--- config.mk ---
export PLATFORM = sky130hd
export DESIGN_NAME = ps2_lcd_text_buffer_flat
export DESIGN_NICKNAME = d
export VERILOG_FILES = /design/src/rtl/ps2_lcd_pkg.sv /design/src/rtl/ps2_lcd_text_buffer_if.sv /design/src/rtl/lcd_char_fifo.sv /design/src/rtl/ps2_lcd_text_buffer.sv /design/src/flat_wrapper.sv
export SDC_FILE = /design/constraint.sdc
export NUM_CORES = 1
export LEC_CHECK = 0
export BUFFER_PORTS_ARGS = -buffer_cell sky130_fd_sc_hd__buf_4
export CELL_PAD_IN_SITES_DETAIL_PLACEMENT = 1
export CELL_PAD_IN_SITES_GLOBAL_PLACEMENT = 2
export CORE_MARGIN = 3
export CORE_UTILIZATION = 30
export DETAILED_ROUTE_END_ITERATION = 8
export GPL_TIMING_DRIVEN = 0
export PLACE_DENSITY_LB_ADDON = 0.1
export SYNTH_ARGS = -nofsm -noshare
export SYNTH_HDL_FRONTEND = slang
export SYNTH_SLANG_ARGS = --single-unit
--- constraint.sdc ---
create_clock -name CLOCK_50_I -period 4.9 [get_ports CLOCK_50_I]
set_input_delay 0 -clock CLOCK_50_I [delete_from_list [all_inputs] [get_ports CLOCK_50_I]]
set_output_delay 0 -clock CLOCK_50_I [all_outputs]
set_load 0.05 [all_outputs]
--- src/rtl/ps2_lcd_pkg.sv ---
// Shared definitions for the PS/2-to-LCD text path.
//   state_e        : controller states. The init sequence runs first, then the controller
//                    idles, buffering keys, and flushes them as character writes.
//   init_instr()   : the fixed HD44780 power-up instruction list, indexed 0..INIT_LAST.
//   row_base_addr(): DDRAM start address of each display line.
//   DEFAULT_*_CODE : default scan codes for the editing keys.
package ps2_lcd_pkg;

  typedef enum logic [2:0] {
    S_INIT,
    S_INIT_WAIT,
    S_IDLE,
    S_ROM_WAIT,
    S_ISSUE_CHAR,
    S_FINISH_CHAR,
    S_ISSUE_LINE,
    S_FINISH_LINE
  } state_e;

  // {cmd/data, byte}; bit 8 = 0 selects the instruction register.
  localparam logic [8:0] INIT_FUNCTION_SET = 9'h038;  // 8-bit bus, 2 lines, 5x8 font
  localparam logic [8:0] INIT_DISPLAY_ON   = 9'h00C;  // display on, cursor off
  localparam logic [8:0] INIT_CLEAR        = 9'h001;
  localparam logic [8:0] INIT_ENTRY_MODE   = 9'h006;  // increment, no shift
  localparam logic [8:0] INIT_HOME         = 9'h080;  // DDRAM address 0
  localparam logic [2:0] INIT_LAST         = 3'd4;

  localparam logic [7:0] ROW_BASE [4] = '{8'h00, 8'h40, 8'h14, 8'h54};

  localparam logic [7:0] DEFAULT_BKSP_CODE  = 8'h66;
  localparam logic [7:0] DEFAULT_ENTER_CODE = 8'h5A;

  function automatic logic [8:0] init_instr(input logic [2:0] idx);
    logic [8:0] instr;
    case (idx)
      3'd0:    instr = INIT_FUNCTION_SET;
      3'd1:    instr = INIT_DISPLAY_ON;
      3'd2:    instr = INIT_CLEAR;
      3'd3:    instr = INIT_ENTRY_MODE;
      default: instr = INIT_HOME;
    endcase
    return instr;
  endfunction

  function automatic logic [6:0] row_base_addr(input logic [1:0] row);
    return ROW_BASE[row][6:0];
  endfunction

endpackage

--- src/rtl/ps2_lcd_text_buffer_if.sv ---
// LCD command bus and translation-ROM bus of the text buffer.
//   rom_address     : {1'b0, scan code} presented to the PS2_to_LCD ROM
//   rom_q           : LCD character code, valid one cycle after rom_address
//   LCD_start       : one-cycle start pulse to LCD_controller
//   LCD_instruction : {cmd/data, byte}, held until the next issue
//   LCD_done        : LCD_controller completion
// master = text buffer, slave = ROM + LCD_controller side.
interface ps2_lcd_text_buffer_if;

  logic [8:0] rom_address;
  logic [7:0] rom_q;
  logic       LCD_start;
  logic [8:0] LCD_instruction;
  logic       LCD_done;

  modport master (
    output rom_address,
    output LCD_start,
    output LCD_instruction,
    input  rom_q,
    input  LCD_done
  );

  modport slave (
    input  rom_address,
    input  LCD_start,
    input  LCD_instruction,
    output rom_q,
    output LCD_done
  );

endinterface

--- src/rtl/lcd_char_fifo.sv ---
// DEPTH x 8 register FIFO holding buffered scan codes.
//   push_i / push_data_i : append a code as the newest entry
//   pop_oldest_i         : drop the head (the entry just written to the LCD)
//   pop_newest_i         : drop the most recently pushed entry (backspace)
//   head_data_o          : oldest entry, undefined while empty
//   fill_o               : occupancy 0..DEPTH
// The caller never raises two operations in one cycle; full/empty guards keep
// the pointers consistent even if it did.
module lcd_char_fifo #(
  parameter int unsigned DEPTH = 16
) (
  input  logic                         CLOCK_50_I,
  input  logic                         resetn,
  input  logic                         push_i,
  input  logic [7:0]                   push_data_i,
  input  logic                         pop_oldest_i,
  input  logic                         pop_newest_i,
  output logic [7:0]                   head_data_o,
  output logic [$clog2(DEPTH+1)-1:0]   fill_o
);

  localparam int unsigned PtrW = (DEPTH > 1) ? $clog2(DEPTH) : 1;
  localparam int unsigned CntW = $clog2(DEPTH + 1);

  logic [7:0]      mem_q [DEPTH];
  logic [PtrW-1:0] head_q, tail_q;
  logic [CntW-1:0] count_q;
  logic            do_push, do_pop_oldest, do_pop_newest;

  // Pointers wrap explicitly so DEPTH need not be a power of two.
  function automatic logic [PtrW-1:0] ptr_inc(input logic [PtrW-1:0] p);
    return (p == PtrW'(DEPTH - 1)) ? '0 : p + 1'b1;
  endfunction

  function automatic logic [PtrW-1:0] ptr_dec(input logic [PtrW-1:0] p);
    return (p == '0) ? PtrW'(DEPTH - 1) : p - 1'b1;
  endfunction

  assign do_push       = push_i && (count_q != CntW'(DEPTH));
  assign do_pop_oldest = pop_oldest_i && (count_q != '0);
  assign do_pop_newest = pop_newest_i && (count_q != '0);

  always_ff @(posedge CLOCK_50_I or negedge resetn) begin
    if (!resetn) begin
      head_q  <= '0;
      tail_q  <= '0;
      count_q <= '0;
    end else if (do_push) begin
      tail_q  <= ptr_inc(tail_q);
      count_q <= count_q + 1'b1;
    end else if (do_pop_oldest) begin
      head_q  <= ptr_inc(head_q);
      count_q <= count_q - 1'b1;
    end else if (do_pop_newest) begin
      tail_q  <= ptr_dec(tail_q);
      count_q <= count_q - 1'b1;
    end
  end

  // Storage needs no reset: occupancy alone decides which entries are live.
  always_ff @(posedge CLOCK_50_I) begin
    if (do_push) begin
      mem_q[tail_q] <= push_data_i;
    end
  end

  assign head_data_o = mem_q[head_q];
  assign fill_o      = count_q;

endmodule

--- src/rtl/ps2_lcd_text_buffer.sv ---
// Keyboard-to-LCD text path. Initialises the LCD, buffers PS/2 make codes, and
// flushes them (oldest first, through the 1-cycle PS2_to_LCD ROM) as character
// writes while tracking the cursor over COLS x ROWS with line change and wrap.
//   CLOCK_50_I, resetn : clock, asynchronous active-low reset
//   PS2_code, PS2_code_ready, PS2_make_code : PS2_controller outputs; one event
//                        per rising edge of PS2_code_ready when it is a make code
//   lcd                : ROM address/data and LCD_controller start/instruction/done
//   fill_level         : FIFO occupancy
//   busy               : high whenever the controller is not idle
//   drop_pulse         : one-cycle pulse when a make code is discarded
// Batch mode flushes when the FIFO fills; echo mode after every character.
// BKSP_CODE deletes the newest buffered entry, ENTER_CODE flushes what is buffered.
module ps2_lcd_text_buffer
  import ps2_lcd_pkg::*;
#(
  parameter int unsigned COLS       = 16,
  parameter int unsigned ROWS       = 2,
  parameter int unsigned DEPTH      = 16,
  parameter int unsigned ECHO_MODE  = 0,
  parameter logic [7:0]  BKSP_CODE  = DEFAULT_BKSP_CODE,
  parameter logic [7:0]  ENTER_CODE = DEFAULT_ENTER_CODE
) (
  input  logic                       CLOCK_50_I,
  input  logic                       resetn,
  input  logic [7:0]                 PS2_code,
  input  logic                       PS2_code_ready,
  input  logic                       PS2_make_code,
  ps2_lcd_text_buffer_if.master      lcd,
  output logic [$clog2(DEPTH+1)-1:0] fill_level,
  output logic                       busy,
  output logic                       drop_pulse
);

  localparam int unsigned CntW = $clog2(DEPTH + 1);
  localparam int unsigned ColW = $clog2(COLS);
  localparam int unsigned RowW = (ROWS > 1) ? $clog2(ROWS) : 1;

  state_e          state_q, state_d;
  logic [2:0]      init_idx_q, init_idx_d;
  logic [ColW-1:0] col_q, col_d;
  logic [RowW-1:0] row_q, row_d;
  logic            start_q, start_d;
  logic [8:0]      instr_q, instr_d;
  logic            drop_q, drop_d;
  logic            ready_q;
  logic            key_event;
  logic            push, pop_oldest, pop_newest;
  logic [7:0]      head_data;
  logic [CntW-1:0] fill;

  lcd_char_fifo #(
    .DEPTH (DEPTH)
  ) u_fifo (
    .CLOCK_50_I   (CLOCK_50_I),
    .resetn       (resetn),
    .push_i       (push),
    .push_data_i  (PS2_code),
    .pop_oldest_i (pop_oldest),
    .pop_newest_i (pop_newest),
    .head_data_o  (head_data),
    .fill_o       (fill)
  );

  // PS2_code_ready is a level; only its rising edge carries a new code.
  assign key_event = PS2_code_ready & ~ready_q & PS2_make_code;

  always_comb begin
    state_d    = state_q;
    init_idx_d = init_idx_q;
    col_d      = col_q;
    row_d      = row_q;
    start_d    = 1'b0;
    instr_d    = instr_q;
    drop_d     = 1'b0;
    push       = 1'b0;
    pop_oldest = 1'b0;
    pop_newest = 1'b0;

    unique case (state_q)
      S_INIT: begin
        instr_d = init_instr(init_idx_q);
        start_d = 1'b1;
        state_d = S_INIT_WAIT;
      end

      S_INIT_WAIT: begin
        if (lcd.LCD_done) begin
          if (init_idx_q == INIT_LAST) begin
            init_idx_d = '0;
            col_d      = '0;
            row_d      = '0;
            state_d    = S_IDLE;
          end else begin
            init_idx_d = init_idx_q + 1'b1;
            state_d    = S_INIT;
          end
        end
      end

      S_IDLE: begin
        if (key_event) begin
          if (PS2_code == BKSP_CODE) begin
            pop_newest = (fill != '0);
          end else if (PS2_code == ENTER_CODE) begin
            if (fill != '0) begin
              state_d = S_ROM_WAIT;
            end
          end else if (fill < CntW'(DEPTH)) begin
            push = 1'b1;
            if ((ECHO_MODE != 0) || (fill == CntW'(DEPTH - 1))) begin
              state_d = S_ROM_WAIT;
            end
          end else begin
            // A full FIFO always starts a flush, so this is only a safety net.
            drop_d = 1'b1;
          end
        end
      end

      // The FIFO head already drives rom_address; give rom_q one cycle to follow.
      S_ROM_WAIT: begin
        state_d = S_ISSUE_CHAR;
      end

      S_ISSUE_CHAR: begin
        instr_d = {1'b1, lcd.rom_q};
        start_d = 1'b1;
        state_d = S_FINISH_CHAR;
      end

      S_FINISH_CHAR: begin
        if (lcd.LCD_done) begin
          pop_oldest = 1'b1;
          if (col_q == ColW'(COLS - 1)) begin
            col_d   = '0;
            row_d   = (row_q == RowW'(ROWS - 1)) ? '0 : row_q + 1'b1;
            state_d = S_ISSUE_LINE;
          end else begin
            col_d   = col_q + 1'b1;
            // fill still counts the entry being popped this cycle.
            state_d = (fill > CntW'(1)) ? S_ROM_WAIT : S_IDLE;
          end
        end
      end

      // Wrapping to row 0 simply overwrites the old text.
      S_ISSUE_LINE: begin
        instr_d = {2'b01, row_base_addr(2'(row_q))};
        start_d = 1'b1;
        state_d = S_FINISH_LINE;
      end

      S_FINISH_LINE: begin
        if (lcd.LCD_done) begin
          state_d = (fill != '0) ? S_ROM_WAIT : S_IDLE;
        end
      end
    endcase

    if (key_event && (state_q != S_IDLE)) begin
      drop_d = 1'b1;
    end
  end

  always_ff @(posedge CLOCK_50_I or negedge resetn) begin
    if (!resetn) begin
      state_q    <= S_INIT;
      init_idx_q <= '0;
      col_q      <= '0;
      row_q      <= '0;
      start_q    <= 1'b0;
      instr_q    <= '0;
      drop_q     <= 1'b0;
      ready_q    <= 1'b0;
    end else begin
      state_q    <= state_d;
      init_idx_q <= init_idx_d;
      col_q      <= col_d;
      row_q      <= row_d;
      start_q    <= start_d;
      instr_q    <= instr_d;
      drop_q     <= drop_d;
      ready_q    <= PS2_code_ready;
    end
  end

  assign lcd.rom_address     = {1'b0, head_data};
  assign lcd.LCD_start       = start_q;
  assign lcd.LCD_instruction = instr_q;
  assign fill_level          = fill;
  assign busy                = (state_q != S_IDLE);
  assign drop_pulse          = drop_q;

endmodule

--- src/flat_wrapper.sv ---
// flat-port wrapper written by rule: the top's interface ports become plain ports
module ps2_lcd_text_buffer_flat import ps2_lcd_pkg::*;
#(
  parameter int unsigned COLS       = 16,
  parameter int unsigned ROWS       = 2,
  parameter int unsigned DEPTH      = 16,
  parameter int unsigned ECHO_MODE  = 0,
  parameter logic [7:0]  BKSP_CODE  = DEFAULT_BKSP_CODE,
  parameter logic [7:0]  ENTER_CODE = DEFAULT_ENTER_CODE
)
  (CLOCK_50_I, resetn, PS2_code, PS2_code_ready, PS2_make_code, fill_level, busy, drop_pulse, lcd_rom_address, lcd_LCD_start, lcd_LCD_instruction, lcd_rom_q, lcd_LCD_done);
  ps2_lcd_text_buffer_if lcd_i ();
  input  logic CLOCK_50_I;
  input  logic resetn;
  input  logic [7:0] PS2_code;
  input  logic PS2_code_ready;
  input  logic PS2_make_code;
  output logic [$clog2(DEPTH+1)-1:0] fill_level;
  output logic busy;
  output logic drop_pulse;
  output wire logic [$bits(lcd_i.rom_address)-1:0] lcd_rom_address;
  output wire logic [$bits(lcd_i.LCD_start)-1:0] lcd_LCD_start;
  output wire logic [$bits(lcd_i.LCD_instruction)-1:0] lcd_LCD_instruction;
  input wire logic [$bits(lcd_i.rom_q)-1:0] lcd_rom_q;
  input wire logic [$bits(lcd_i.LCD_done)-1:0] lcd_LCD_done;
  assign lcd_rom_address = lcd_i.rom_address;
  assign lcd_LCD_start = lcd_i.LCD_start;
  assign lcd_LCD_instruction = lcd_i.LCD_instruction;
  assign lcd_i.rom_q = lcd_rom_q;
  assign lcd_i.LCD_done = lcd_LCD_done;
  ps2_lcd_text_buffer #(.COLS(COLS), .ROWS(ROWS), .DEPTH(DEPTH), .ECHO_MODE(ECHO_MODE), .BKSP_CODE(BKSP_CODE), .ENTER_CODE(ENTER_CODE)) u_core (.CLOCK_50_I(CLOCK_50_I), .resetn(resetn), .PS2_code(PS2_code), .PS2_code_ready(PS2_code_ready), .PS2_make_code(PS2_make_code), .lcd(lcd_i), .fill_level(fill_level), .busy(busy), .drop_pulse(drop_pulse));
endmodule
==> results.md <==
- Yosys warns: 0
- Area contributors post-synth: edfxtp_1, dfrtp_1, mux4_2
- MaxCap Viol Count: 0
- Std-Cell Core Area: 23500 um2
- Worst Setup Start Kind: flip-flop
- CP endpoint kind: flip-flop
- Tot GR Track Use: 0.148
- Detailed Route WL: 18.4 mm
- Power Density: 574 nW/um2
- Status: completed
- CTS buffer count: 17
- Comb power frac: 0.395
- Pins over their slew limit: 0
- IO Port Bufs: 44
- Post-synth top area share: 0.533
- Final Setup Violations: 0
- Worst reg2reg startpoint: u_core.state_q[2]
- RSZ-0062 raised after global routing: no
- Register bit total from synthesis: 164
- CP max stage delay: 0.82 ns
- Io pins: 47
- Mapped Cells: 494
- Routed Antenna Nets: 0
- Syn nets: 532
- Ys async rst share: 0.220
- # clock sinks: 164
- Initial antenna violation count: 0
- CTS HTree Levels: 4
- Grt total ovfl: 0
- Final Skew: 0.00748 ns
- Rel. slew slack: 0.312
- Hold Crit Class: input pin to async pin
- R2R cell count: 7
- Number of synthesized flops with an enable pin: 128
- Pin count of the biggest net entering global routing: 37
- Arrival time at the worst endpoint: 2.93 ns
- CP Cell Sequence: buf_6 > nor3b_4 > nand2_4 > nor3_4 > buf_6 > nand2_1 > nor2_1
- Unique masters post-synth: 57
- Synth Flop Type: edfxtp_1
- Finished Layout Cells: 910
- CP Buf/Inv Count: 2
- Switching power total: 1940 uW
- Sequential cell area: 4740 um2
- Layout cells sized above 1: 0.227
- Maximum clock insertion buffer count: 2
- Cell total after placement: 858
- Cell taking the most area after synthesis: edfxtp_1
- Vias/cell: 4.80
- Post-synthesis sequential area ratio: 0.658
- Full die area: 25900 um2
- Initial Utilization: 0.306
- Drt first pass iters: 5
- Number of diodes: 0
- Multi-input gate area: 2290 um2
- Via count: 4366
- Switching Fraction: 0.387
- Post-route clock period utilization: 0.590
- Slowest CP cell: nor2_1
- HPWL Detailed: 12.5 mm
- Leakage power: 0.00318 uW
- Die Y: 161 um
- VDD IR max: 0.296 mV
- Post-CTS setup buffer count: 0
- Worst-path clk slew: 0.07 ns
- Post-Place Worst Slack: 1.66 ns
- CTS root buf: clkbuf_16
- RR Endpoint: u_core.u_fifo.mem_q[6][1]
- Final nets: 616
- Worst path required time: 4.94 ns
- Final Hold Viols: 0
- Crit-path most repeated cell: buf_6
- Syn avg cell area: 14.6 um2
- Row count: 56
- Final cell utilization of the core: 0.371
- Vias in the first global route: 4906
- Worst-Skew Late Latency: 0.42 ns
- # resized after CTS: 0
- CP max FO: 10
- Worst-margin pin slew: 1.03 ns
- DR DRC count: 0
- FILL cells: 2505
- Global placement routability congestion: 0.712
- Area grow syn2layout: 21.1%
- CTS tree: yes
- First-pass GRT wire length: 28.9 mm
- Total negative slack: 0 ns
- Reg power frac: 0.343
- Routed wire per std cell: 20.2 um
- Crit Path Category: flip-flop to flip-flop
- Internal power: 3070 uW
- Total power after layout: 5010 uW
- Iteration-0 DRC Markers: 220
- Achievable Freq: 346 MHz
- Crit path max-delay family: simple AND/OR/NAND/NOR gates
- Cell area after synthesis: 7210 um2
- Final worst slack: 2.01 ns
- Final Critical Period: 2.89 ns
- Worst R2R Setup Slack: 2.01 ns
- Clk pwr share: 0.262
- Die Width: 161 um
==> per-stage QoR <==
| step | area [um2] | hold slack (ns) |
|---|---|---|
| finish | 8730 | 0.0874 |
| global route | 8730 | 0.127 |
| CTS | 8710 | 0.0952 |
| detailed placement | 7950 | 0.0222 |
| global placement | 7940 | 0.0233 |
| floorplan | 7210 | -0.296 |
==> power by group through the flow <==
stage               registers, uW  logic [uW]  clock network, uW
floorplan                    1910        1220                  0
finish                       1720        1980               1310
global placement             1740        1980                  0
CTS                          1720        2020               1350
global route                 1740        2160               1400
detailed placement           1750        2000                  0
==> synthesized netlist by cell type (5+ instances only) <==
library cell,count
nor3_1,7
nand2_1,38
buf_2,11
ha_1,17
nand4_1,5
inv_1,12
clkbuf_1,10
dfrtp_1,36
a22oi_1,12
nor2_1,23
mux2_2,10
mux2i_1,29
a21oi_1,22
edfxtp_1,128
a221oi_1,9
o21ai_0,39
mux4_2,16
==> worst max-delay path by stage <==
stage | start | endpoint | slack [ns] | cells past startpoint
3_3_place_gp | u_core.state_q[2] | u_core.u_fifo.mem_q[2][6] | 1.79 | 7
5_1_grt | u_core.state_q[2] | u_core.u_fifo.mem_q[6][7] | 1.79 | 7
2_1_floorplan | u_core.u_fifo.fill_o[4] | u_core.u_fifo.mem_q[2][0] | 2.56 | 5
3_5_place_dp | u_core.state_q[2] | u_core.u_fifo.mem_q[3][5] | 1.66 | 7
4_1_cts | u_core.state_q[2] | u_core.u_fifo.mem_q[3][2] | 1.65 | 7
6_report | u_core.state_q[2] | u_core.u_fifo.mem_q[6][1] | 2.01 | 7
==> registers in the layout, indices dropped and copies added, names as in the netlist <==
register                    count
u_core.col_q                    4
u_core.lcd.LCD_start            1
u_core.drop_pulse               1
u_core.ready_q                  1
u_core.lcd.LCD_instruction      9
u_core.u_fifo.tail_q            4
u_core.u_fifo.fill_o            5
u_core.u_fifo.mem_q           128
u_core.init_idx_q               3
u_core.row_q                    1
u_core.u_fifo.head_q            4
u_core.state_q                  3
==> placed cells by master, fill, tap and decap left out, types with 16 or more instances in the layout <==
| cell | instances |
|---|---|
| buf_4 | 48 |
| edfxtp_1 | 128 |
| nand2_1 | 38 |
| nor2_1 | 23 |
| dfrtp_1 | 36 |
| ha_1 | 17 |
| mux2i_1 | 29 |
| clkbuf_16 | 17 |
| mux4_2 | 16 |
| o21ai_0 | 39 |
| dlygate4sd3_1 | 19 |
| a21oi_1 | 22 |
==> final cells by class <==
class,instances,area share
Multi-Input combinational cell,289,0.262
Clock inverter,11,0.0149
Tap cell,319,0.0457
Clock buffer,21,0.0504
Timing Repair Buffer,65,0.0613
Inverter,12,0.00516
Buffer,29,0.0172
Sequential cell,164,0.543
==> cells by family (layout without fill, tap and decap cells) <==
| group | after synthesis | in the layout | share of synthesized area |
|---|---|---|---|
| other | 1 | 1 | 0.000520 |
| AOI/OAI and AO/OA | 104 | 104 | 0.0913 |
| DFF | 164 | 164 | 0.658 |
| muxes | 55 | 55 | 0.106 |
| adders and majority gates | 17 | 17 | 0.0295 |
| xor gates and xnor gates | 4 | 4 | 0.00486 |
| and+or+nand+nor | 108 | 108 | 0.0829 |
| buffers and inverters | 41 | 138 | 0.0271 |
==> what timing repair did <==
item	4_1_cts	5_1_grt
endpoints found under the setup margin	0	0
hold endpoints to repair	175	0
hold buffers	19	0
==> per-layer routing <==
layer	vias up	track usage	part of all wire	routed length (um)
met5	-	0	0	0
met1	2207	0.191	0.45	8340
met2	79	0.258	0.50	9230
met3	18	0.0259	0.031	575
met4	0	0.0446	0.012	227
li1	2062	-	-	-
Power figures use the tool's default switching activity.
